$ cat config.mk
export PLATFORM = sky130hd
export DESIGN_NAME = pc_reg_stack
export DESIGN_NICKNAME = d
export VERILOG_FILES = /design/src/rtl/pc_reg_stack_pkg.sv /design/src/rtl/pc_reg_stack_ras_lifo.sv /design/src/rtl/pc_reg_stack.sv
export SDC_FILE = /design/constraint.sdc
export NUM_CORES = 1
export LEC_CHECK = 0
export ABC_AREA = 1
export CORE_MARGIN = 2
export CORE_UTILIZATION = 50
export CTS_CLUSTER_SIZE = 14
export DETAILED_ROUTE_END_ITERATION = 12
export PLACE_DENSITY = 0.72
export SYNTH_ARGS = -nofsm -noshare
export SYNTH_HDL_FRONTEND = slang
export SYNTH_SLANG_ARGS = --single-unit
$ cat constraint.sdc
create_clock -name clk -period 5.9 [get_ports clk]
set_input_delay 1.18 -clock clk [delete_from_list [all_inputs] [get_ports clk]]
set_output_delay 1.18 -clock clk [all_outputs]
set_load 0.005 [all_outputs]
$ cat src/rtl/pc_reg_stack_pkg.sv
// rtl/pc_reg_stack_pkg.sv - shared PC defaults and action priority encoding
package pc_reg_stack_pkg;

  localparam int                     DEF_PC_W      = 12;
  localparam logic [DEF_PC_W-1:0]    DEF_RESET_VEC = 12'h000;

  localparam logic [2:0] ACT_NONE     = 3'd0;
  localparam logic [2:0] ACT_EN       = 3'd1;
  localparam logic [2:0] ACT_CALL     = 3'd2;
  localparam logic [2:0] ACT_RET      = 3'd3;
  localparam logic [2:0] ACT_CONFLICT = 3'd4;

  // Highest-priority strobe wins; call+ret together is its own action.
  function automatic logic [2:0] sel_action(input logic en, input logic call, input logic ret);
    if (call && ret) return ACT_CONFLICT;
    if (ret)         return ACT_RET;
    if (call)        return ACT_CALL;
    if (en)          return ACT_EN;
    return ACT_NONE;
  endfunction

endpackage

$ cat src/rtl/pc_reg_stack_ras_lifo.sv
// rtl/pc_reg_stack_ras_lifo.sv - DEPTH x W return-address LIFO, saturating depth
module ras_lifo #(
  parameter  int DEPTH = 4,
  parameter  int W     = 12,
  localparam int DW    = $clog2(DEPTH + 1),
  localparam int AW    = $clog2(DEPTH)
) (
  input  logic          clk,
  input  logic          reset,
  input  logic          push,
  input  logic          pop,
  input  logic [W-1:0]  din,
  output logic [W-1:0]  dout,
  output logic [DW-1:0] depth,
  output logic          empty,
  output logic          full
);

  logic [DW-1:0] depth_q, depth_d;
  logic [W-1:0]  mem_q [DEPTH];
  logic [W-1:0]  mem_d [DEPTH];
  logic [AW-1:0] wr_idx, rd_idx;

  assign empty  = (depth_q == '0);
  assign full   = (depth_q == DW'(DEPTH));
  assign depth  = depth_q;
  assign wr_idx = AW'(depth_q);
  assign rd_idx = AW'(depth_q - DW'(1));
  assign dout   = mem_q[rd_idx];

  // Push-when-full and pop-when-empty fall through as no-ops.
  always_comb begin
    depth_d = depth_q;
    mem_d   = mem_q;
    if (push && !full) begin
      mem_d[wr_idx] = din;
      depth_d       = depth_q + DW'(1);
    end else if (pop && !empty) begin
      depth_d = depth_q - DW'(1);
    end
  end

  always_ff @(posedge clk or posedge reset) begin
    if (reset) depth_q <= '0;
    else       depth_q <= depth_d;
  end

  always_ff @(posedge clk) begin
    mem_q <= mem_d;
  end

endmodule

$ cat src/rtl/pc_reg_stack.sv
// rtl/pc_reg_stack.sv - PC register with hardware return-address stack and sticky error flags
module pc_reg_stack
  import pc_reg_stack_pkg::*;
#(
  parameter  int              PC_W      = DEF_PC_W,
  parameter  int              DEPTH     = 4,
  parameter  logic [PC_W-1:0] RESET_VEC = DEF_RESET_VEC,
  localparam int              DW        = $clog2(DEPTH + 1)
) (
  input  logic            clk,
  input  logic            reset,
  input  logic            en,
  input  logic            call,
  input  logic            ret,
  input  logic [PC_W-1:0] next_pc,
  input  logic            clr_err,
  output logic [PC_W-1:0] pc,
  output logic [DW-1:0]   depth,
  output logic            empty,
  output logic            full,
  output logic            ovf,
  output logic            unf,
  output logic            conflict
);

  logic [PC_W-1:0] pc_q, pc_d;
  logic            ovf_q, ovf_d;
  logic            unf_q, unf_d;
  logic            conflict_q, conflict_d;
  logic [2:0]      act;
  logic            push, pop;
  logic [PC_W-1:0] ras_top;
  logic            ras_empty, ras_full;

  ras_lifo #(.DEPTH(DEPTH), .W(PC_W)) u_ras (
    .clk   (clk),
    .reset (reset),
    .push  (push),
    .pop   (pop),
    .din   (pc_q + PC_W'(1)),
    .dout  (ras_top),
    .depth (depth),
    .empty (ras_empty),
    .full  (ras_full)
  );

  assign act  = sel_action(en, call, ret);
  assign push = (act == ACT_CALL) && !ras_full;
  assign pop  = (act == ACT_RET)  && !ras_empty;

  always_comb begin
    pc_d = pc_q;
    case (act)
      ACT_EN:   pc_d = next_pc;
      ACT_CALL: if (!ras_full)  pc_d = next_pc;
      ACT_RET:  if (!ras_empty) pc_d = ras_top;
      default:  pc_d = pc_q;
    endcase
  end

  // A same-cycle error event overrides clr_err.
  always_comb begin
    ovf_d      = (ovf_q      && !clr_err) || ((act == ACT_CALL) && ras_full);
    unf_d      = (unf_q      && !clr_err) || ((act == ACT_RET)  && ras_empty);
    conflict_d = (conflict_q && !clr_err) ||  (act == ACT_CONFLICT);
  end

  always_ff @(posedge clk or posedge reset) begin
    if (reset) begin
      pc_q       <= RESET_VEC;
      ovf_q      <= 1'b0;
      unf_q      <= 1'b0;
      conflict_q <= 1'b0;
    end else begin
      pc_q       <= pc_d;
      ovf_q      <= ovf_d;
      unf_q      <= unf_d;
      conflict_q <= conflict_d;
    end
  end

  assign pc       = pc_q;
  assign empty    = ras_empty;
  assign full     = ras_full;
  assign ovf      = ovf_q;
  assign unf      = unf_q;
  assign conflict = conflict_q;

endmodule

==> impl_metrics.csv <==
group,metric,value,unit
run_status,status,"complete, no violations",
power_and_ir_drop,powerDensity,455,nW/um^2
sta,tightestPinTransition,1.02,ns
die,die_area,7310,sq um
die,core_area,6390,sq um
detailed_routing,drc_errors,0,
sta,clock_skew,0.00573,ns
power_and_ir_drop,ir_worst_vdd,0.237,mV
clock_tree,numClockSinks,66,
sta,relSlewSlack,31.9,%
critical_path,start_kind,"flip-flop",
clock_tree,htreeDepth,3,
detailed_routing,antenna_left,0,
sta,final.min_clock_period,3.93,ns
detailed_routing,initialDrtViolationCount,182,
synthesis,avgSynthCellArea,8.77,sq um
critical_path,endpoint_kind,"output port",
detailed_routing,vias,2446,
synthesis,synth-seq-cells,66,
critical_path,critical_path.max_fanout,29,
detailed_routing,drt_first_pass_iters,4,
placement,dp_hpwl,4750,um
sta,drv_slew,0,
synthesis,synth_top_area_cell,"edfxtp_1",
finish,synthToLayoutAreaGrowth,19.1,%
sta,max_freq,0.255,GHz
detailed_routing,drt-total-wl,6730,um
synthesis,netlist_instances,379,
critical_path,cp.arrival,2.75,ns
clock_tree,cts_buffer_depth,2,
synthesis,syn_nets,405,
power_and_ir_drop,p_leak,1.90,nW
synthesis,syn_area,3320,sq um
synthesis,synth_top_area_share,43.4,%
placement,placedCellCount,483,
detailed_routing,wire_per_inst,13.5,um
die,ioPinCount,38,
grt,grt_overflow,0,
placement,port_buffers,37,
grt,grt_pass1_vias,2230,
finish,final_common_cell,"nand2_1",
synthesis,ys_top_cells_by_area,"edfxtp_1 43%, nand2_1 17%, dfrtp_1 14%",
clock_tree,clk_pin_slew,0.06,ns
synthesis,yosysSeqAreaShare,56.9,%
grt,antenna_found_initial,0,
sta,setup_viol_count_final,0,
critical_path,cp.required,4.72,ns
clock_tree,ctsHoldBuffers,0,
finish,nNetsFinal,443,
finish,diodes,0,
sta,hold_viol,0,
clock_tree,numCtsBuffers,9,
grt,grt_max_degree,30,
placement,dpl_cell_area,3730,sq um
clock_tree,cts_resized,0,
grt,grt_first_pass_wirelength,11100,um
detailed_routing,vias_per_cell,4.90,
die,die_w,85.5,um
finish,layout_common_cells,"152 x nand2_1, 66 x inv_1, 48 x edfxtp_1",
die,start_util,52.0,%
synthesis,ys_types,27,
sta,min_period_over_period,66.6,%
synthesis,yosys_warnings,0,
sta,tns,0,ns
clock_tree,clk-insertion-delay-late,0.34,ns
finish,final_area,3960,sq um
die,num_rows,29,
finish,drive_gt1_share,7.11,%
finish,instances_no_fill,499,
clock_tree,tritoncts,"yes",
worst_hold_path,hold_path.class,"flip-flop to flip-flop",
grt,grt_usage,19.9,%
die,die_y,85.5,um
placement,gp_congestion,0.881,
finish,fillers,542,
clock_tree,root_buffer,"clkbuf_8",
flow_run,maxCapViolCount,0,
sta,grt_setup_unrepaired,"no",
clock_tree,cts_setup_buffers,0,
critical_path,path_class,"flip-flop to output port",
-- registers in the layout (all words and copies together) (netlist names) --
| signal | count |
|---|---|
| u_ras.depth | 3 |
| u_ras.mem_q | 48 |
| pc | 12 |
| unf | 1 |
| conflict | 1 |
| ovf | 1 |
-- worst max-delay path, cell delays in order (launching register included) --
cell and delay, ns:
dfrtp_1 0.95, inv_2 0.46, ha_1 0.40, nand2_2 0.12
inv_2 0.05, clkdlybuf4s50_1 0.44
-- path summary, 6_finish.rpt --
kind | from | endpoint | slack (ns) | depth (start not counted)
setup / recovery | u_ras.depth[0]$_DFFE_PP0P_ | empty | 1.97 | 5
hold / removal | ovf$_DFF_PP0_ | ovf$_DFF_PP0_ | 0.52 | 2
setup reg to reg | u_ras.depth[0]$_DFFE_PP0P_ | u_ras.mem_q[15]$_DFFE_PP_ | 2.44 | 7
hold reg to reg | ovf$_DFF_PP0_ | ovf$_DFF_PP0_ | 0.52 | 2
max in group asynchronous | reset | u_ras.depth[0]$_DFFE_PP0P_ | 4.18 | 2
min in group asynchronous | reset | pc[10]$_DFFE_PP0P_ | 1.26 | 2
-- metal layers --
metal	vias to the layer above	track usage [%]	part of all wire [%]
li1	1240	-	-
met1	1127	29.6	48
met2	70	29.4	45
met3	9	3.08	5.5
met4	0	8.23	1.4
met5	-	0	0
-- power breakdown --
part	switching (mW)	internal, mW	total [mW]	leakage [nW]
clock network	0.162	0.276	0.439	0.118
registers	0.0855	0.620	0.705	0.661
logic	0.413	0.247	0.659	1.13
-- synthesized netlist by cell type, drive strengths merged --
library cell and n:
nor3b 1, xor2 9, buf 10, nand2 156, nand3 32, edfxtp 48
ha 8, inv 71, dfrtp 18, nand4 2, o21ai 3, nor3 3
o21bai 2, xnor2 2, clkinv 1, clkbuf 1, nor2 12
-- stage by stage --
stage	setup slack, ns	utilization [%]	power [mW]	hold WS (ns)
floorplan	3.03	-	1.12	0.494
global placement	2.27	58.4	1.35	0.505
detailed placement	2.19	58.4	1.36	0.514
CTS	1.95	62.0	1.81	0.529
global route	1.75	62.0	1.92	0.554
finish	1.97	62.0	1.80	0.524
-- layout make-up --
class                           count  area (sq um)  share of cell area (%)
Sequential cell                    66          1890                    47.8
Clock buffer                        9           124                    3.13
Clock inverter                      7           108                    2.72
Tap cell                           77          96.3                    2.43
Multi-Input combinational cell    230          1090                    27.5
Timing Repair Buffer               38           378                    9.54
Inverter                           72           273                    6.89
-- logic make-up after synthesis --
logic type / Yosys count / share of synthesized area (%)
buf+inv: 83 / 10.3
simple gates: 206 / 25.8
fa+ha+maj: 8 / 3.01
xor+xnor: 11 / 2.90
compound gates: 5 / 1.02
flops: 66 / 56.9
Note: power is estimated with default switching activity, not from simulation.
